<file path="src/rtl/serializer_pkg.sv">
// Shared types for the stream blocks: serializer FSM state encoding.
`ifndef SERIALIZER
`define SERIALIZER
package serializer_pkg;

  // Single state bit: IDLE drives o_dv low, SHIFT drives o_dv high.
  typedef enum logic {
    S_IDLE  = 1'b0,
    S_SHIFT = 1'b1
  } ser_state_t;

endpackage
`endif

</file>
<file path="src/rtl/serializer.sv">
// Parallel-to-serial converter: one NUM_WORDS*WIDTH word in, NUM_WORDS WIDTH-bit
// words out over a valid/ready stream. A one-entry pending buffer lets the next
// parallel word be captured while the current one drains, so consecutive words
// leave with no bubble.
module serializer
  import serializer_pkg::*;
#(
  parameter int WIDTH         = 8,
  parameter int NUM_WORDS     = 4,
  parameter int LITTLE_ENDIAN = 1
) (
  input  logic                       clk,
  input  logic                       i_reset_n,
  input  logic [NUM_WORDS*WIDTH-1:0] i_data,
  input  logic                       i_dv,
  output logic                       o_ready,
  output logic [WIDTH-1:0]           o_data,
  output logic                       o_dv,
  input  logic                       i_ready,
  output logic                       o_last
);

  localparam int TOTAL_W = NUM_WORDS * WIDTH;
  localparam int CNT_W   = $clog2(NUM_WORDS) + 1;
  localparam logic [CNT_W-1:0] CNT_LAST = CNT_W'(NUM_WORDS - 1);

  ser_state_t         state;
  logic [CNT_W-1:0]   cnt;
  logic [TOTAL_W-1:0] shift_q;
  logic [TOTAL_W-1:0] pend_q;
  logic               pend_valid;

  logic accept;
  logic xfer;
  logic cnt_last;
  logic shift_free;

  // Advance the shift register by one serial word, zero-filling the vacated end.
  // LE emits from the bottom so it shifts right; BE emits from the top so it shifts left.
  function automatic logic [TOTAL_W-1:0] shift_next(input logic [TOTAL_W-1:0] cur);
    if (LITTLE_ENDIAN != 0) begin
      return cur >> WIDTH;
    end else begin
      return cur << WIDTH;
    end
  endfunction

  // Handshakes and the point at which the shift register can take a new word.
  assign o_ready    = i_reset_n & ~pend_valid;
  assign accept     = i_dv & o_ready;
  assign o_dv       = (state == S_SHIFT);
  assign xfer       = o_dv & i_ready;
  assign cnt_last   = (cnt == CNT_LAST);
  assign shift_free = (state == S_IDLE) | (xfer & cnt_last);

  assign o_last = o_dv & cnt_last;
  assign o_data = (LITTLE_ENDIAN != 0) ? shift_q[WIDTH-1:0] : shift_q[TOTAL_W-1 -: WIDTH];

  // FSM, word counter, shift register and pending buffer. The pending word has
  // priority for a free shift register; o_ready is low whenever it is occupied,
  // so a new accept can never collide with a pending-to-shift move.
  always_ff @(posedge clk) begin
    if (!i_reset_n) begin
      state      <= S_IDLE;
      cnt        <= '0;
      shift_q    <= '0;
      pend_q     <= '0;
      pend_valid <= 1'b0;
    end else if (shift_free) begin
      if (pend_valid) begin
        shift_q    <= pend_q;
        pend_valid <= 1'b0;
        cnt        <= '0;
        state      <= S_SHIFT;
      end else if (accept) begin
        shift_q <= i_data;
        cnt     <= '0;
        state   <= S_SHIFT;
      end else begin
        state <= S_IDLE;
      end
    end else begin
      if (xfer) begin
        cnt     <= cnt + CNT_W'(1);
        shift_q <= shift_next(shift_q);
      end
      if (accept) begin
        pend_q     <= i_data;
        pend_valid <= 1'b1;
      end
    end
  end

endmodule

</file>
<file path="config.mk">
export PLATFORM = sky130hd
export DESIGN_NAME = serializer
export DESIGN_NICKNAME = d
export VERILOG_FILES = /design/src/rtl/serializer_pkg.sv /design/src/rtl/serializer.sv
export SDC_FILE = /design/constraint.sdc
export NUM_CORES = 1
export LEC_CHECK = 0
export ABC_AREA = 1
export BUFFER_PORTS_ARGS = -buffer_cell sky130_fd_sc_hd__buf_4
export CAP_MARGIN = 20
export CORE_MARGIN = 1.5
export CORE_UTILIZATION = 51
export CTS_CLUSTER_DIAMETER = 80
export CTS_CLUSTER_SIZE = 24
export DETAILED_ROUTE_END_ITERATION = 16
export GPL_TIMING_DRIVEN = 1
export PLACE_DENSITY = 0.75
export RECOVER_POWER = 100
export SLEW_MARGIN = 20
export SYNTH_ARGS = -nofsm -noshare
export SYNTH_HDL_FRONTEND = slang
export SYNTH_SLANG_ARGS = --single-unit
</file>
<file path="constraint.sdc">
create_clock -name clk -period 1.6 [get_ports clk]
set_clock_uncertainty 0.15 [all_clocks]
set_input_delay 0.08 -clock clk [delete_from_list [all_inputs] [get_ports clk]]
set_output_delay 0.08 -clock clk [all_outputs]
set_load 0.01 [all_outputs]
</file>
==> metrics.md <==
| Metric | Value |
|---|---|
| Startpoint types | `register` |
| Core Rows | `30` |
| Drt drc | `0` |
| Synth area leader | `dfxtp_1` |
| Crit path arrival time | `1780 ps` |
| Reg clk slew, reported paths | `80 ps` |
| Kind of critical path | `register to register` |
| Crit end category | `register` |
| Largest net degree at the start of global routing | `40` |
| Fin nets | `659` |
| Setup WS pre-CTS | `-56.3 ps` |
| Ant. Diodes | `0` |
| F_max | `597 MHz` |
| GPL Wtd Cong | `0.893` |
| RSZ-0062 raised after global routing | `yes` |
| Detail Route Antenna Nets | `0` |
| Hold slack final | `6.68 ps` |
| Cells after Synth | `549` |
| Syn Area/Cell | `6.41 um^2` |
| # clock sinks | `69` |
| Total chip power | `4.27 mW` |
| Largest fanout on the critical path | `24` |
| Die width | `86.1 um` |
| Distinct cells, synth | `21` |
| Worst vdd ir | `0.000480 V` |
| Iteration-0 DRC Markers | `294` |
| Root Buffer | `clkbuf_8` |
| Vias | `3718` |
| First-pass DRT Iterations | `5` |
| Run status | `finished, violations left` |
| H-Tree Depth | `3` |
| Drt total wl | `9610 um` |
| Post-synthesis sequential area ratio | `39.2%` |
| Static Leak | `2.29 nW` |
| Max-Cap Viols | `0` |
| # setup viols final | `37` |
| Failing checks | `negative setup slack` |
| Critical Path RT | `1710 ps` |
| Final Worst Setup Slack | `-76.0 ps` |
| First-pass GRT wire length | `15300 um` |
| Syn. warnings | `0` |
| Layout cells sized above 1 | `19.6%` |
| Core area | `6720 um^2` |
| I/O pin cnt | `47` |
| Final Cell Area | `4700 um^2` |
| Clock latency on the worst-skew pair | `360 ps` |
| Yosys reg bits | `69` |
| Initial Util | `52.4%` |
| Power Density | `907 nW/um^2` |
| Relative slew margins | `70.9%` |
| Fin crit period | `1680 ps` |
| Syn-to-layout area delta | `33.6%` |
| Final period util | `105%` |
| Reg2Reg Setup Slack | `-80 ps` |
| Post-synthesis cell area | `3520 um^2` |
| Post-synth top area share | `39.2%` |
| HP Class | `primary input to register` |
| Slew Limit Fails | `0` |
| Routed WL per cell | `13.6 um` |
| Antenna violations before repair | `0` |
| TritonCTS Buffers | `9` |
| Placed inst area | `3940 um^2` |
| GRT Overall Usage | `26.6%` |
| Routed vias/inst | `5.27` |
| CTS Buffer Depth | `2` |
| Die ar. | `7410 um^2` |
| Actual slew at the worst max-slew pin | `435 ps` |
| Mapped Nets | `587` |
| Vias in the first global route | `3317` |
| Area contributors post-synth | `dfxtp_1 39%, nand2_1 17%, nand3_1 8.4%` |
| HPWL Detailed | `5920 um` |
| IO Port Bufs | `46` |
| GRT overflow | `0` |
| Die Y | `86.1 um` |
| CTS tree | `built` |
| Final Hold Viols | `0` |
-- synthesized netlist by cell type (all sizes together) --
library cell  instances
nor2                 75
buf                  32
o21ai                41
nand2               166
inv                  40
nor3                  1
a21oi                45
a21o                  1
dfxtp                69
or2                   1
ha                    2
nand3                60
clkbuf               16
-- sequential cells by signal, indices dropped and copies added (netlist names) --
name and count:
pend_valid 1, o_dv 1, shift_q 32, pend_q 32
cnt 3
-- report_power, final --
group	internal (mW)	switching (mW)	leakage [nW]	total (mW)
logic	0.348	0.411	1.62	0.759
clock network	0.885	0.738	0.110	1.62
registers	1.82	0.0609	0.566	1.88
-- routing by layer --
layer	track usage, %	vias up	part of all wire, %
li1	-	1872	-
met1	33.0	1690	42
met5	0	-	0
met3	5.20	26	6.2
met4	11.9	0	3.1
met2	44.7	130	49
-- cell families (layout without fill, tap and decap cells) --
logic type / after synthesis / count (layout) / share of synthesized area, %
compound gates: 87 / 87 / 12.4
simple gates: 303 / 303 / 35.6
fa+ha+maj: 2 / 2 / 0.711
flops: 69 / 69 / 39.2
buf+inv: 88 / 165 / 12.0
-- what timing repair did --
item,4_1_cts,5_1_grt
cloned,1,2
pin swaps,2,7
resized for setup,19,29
hold buffers,33,0
setup endpoints to repair,53,66
endpoints found under the hold margin,42,0
buffers inserted,0,5
-- cells in the final DEF, fill, tap and decap left out, types with 8 or more instances in the layout --
cell,synthesis,layout
nor2_2,0,10
nand2_1,163,158
dfxtp_1,69,65
buf_4,16,53
clkbuf_1,16,8
nor2_1,73,62
dlygate4sd3_1,0,33
o21ai_1,12,13
o21ai_0,29,27
inv_1,38,38
a21oi_1,45,39
nand3_1,59,58
clkbuf_8,0,9
-- area by class of cell --
type                       instances  area, um^2
clock buffer                       9         124
clock inverter                     7        98.8
fill                             544        2020
inverter                          40         155
multi-input combinational        392        1850
sequential                        69        1390
tap                               80         100
timing repair buffer             109         991
-- final timing paths --
check	from	cells past startpoint	end
worst min register to register	cnt[2]	2	cnt[2]
worst max-delay path	cnt[0]	9	pend_q[11]
worst max register to register	cnt[0]	9	pend_q[11]
worst min-delay path	i_reset_n	3	pend_valid
-- worst max-delay path, cell delays in order (launching register included) --
cell and delay (ps):
dfxtp_2 340, ha_4 160, ha_4 170, nand2_4 80
nand2_8 80, nor2_8 160, buf_12 140, inv_6 90
nor2_1 120, nor2_1 60
-- metrics by stage --
| step | TNS, ps | std cells | utilization, % |
|---|---|---|---|
| 6_report | -1220 | 706 | 70.0 |
| 5_1_grt | -5120 | 706 | 70.0 |
| 4_1_cts | -218 | 699 | 68.1 |
| 3_5_place_dp | -989 | 649 | 58.6 |
| 3_3_place_gp | -8.28 | 649 | 58.6 |
| 2_1_floorplan | 0 | 549 | - |
Note: power is estimated with default switching activity, not from simulation.
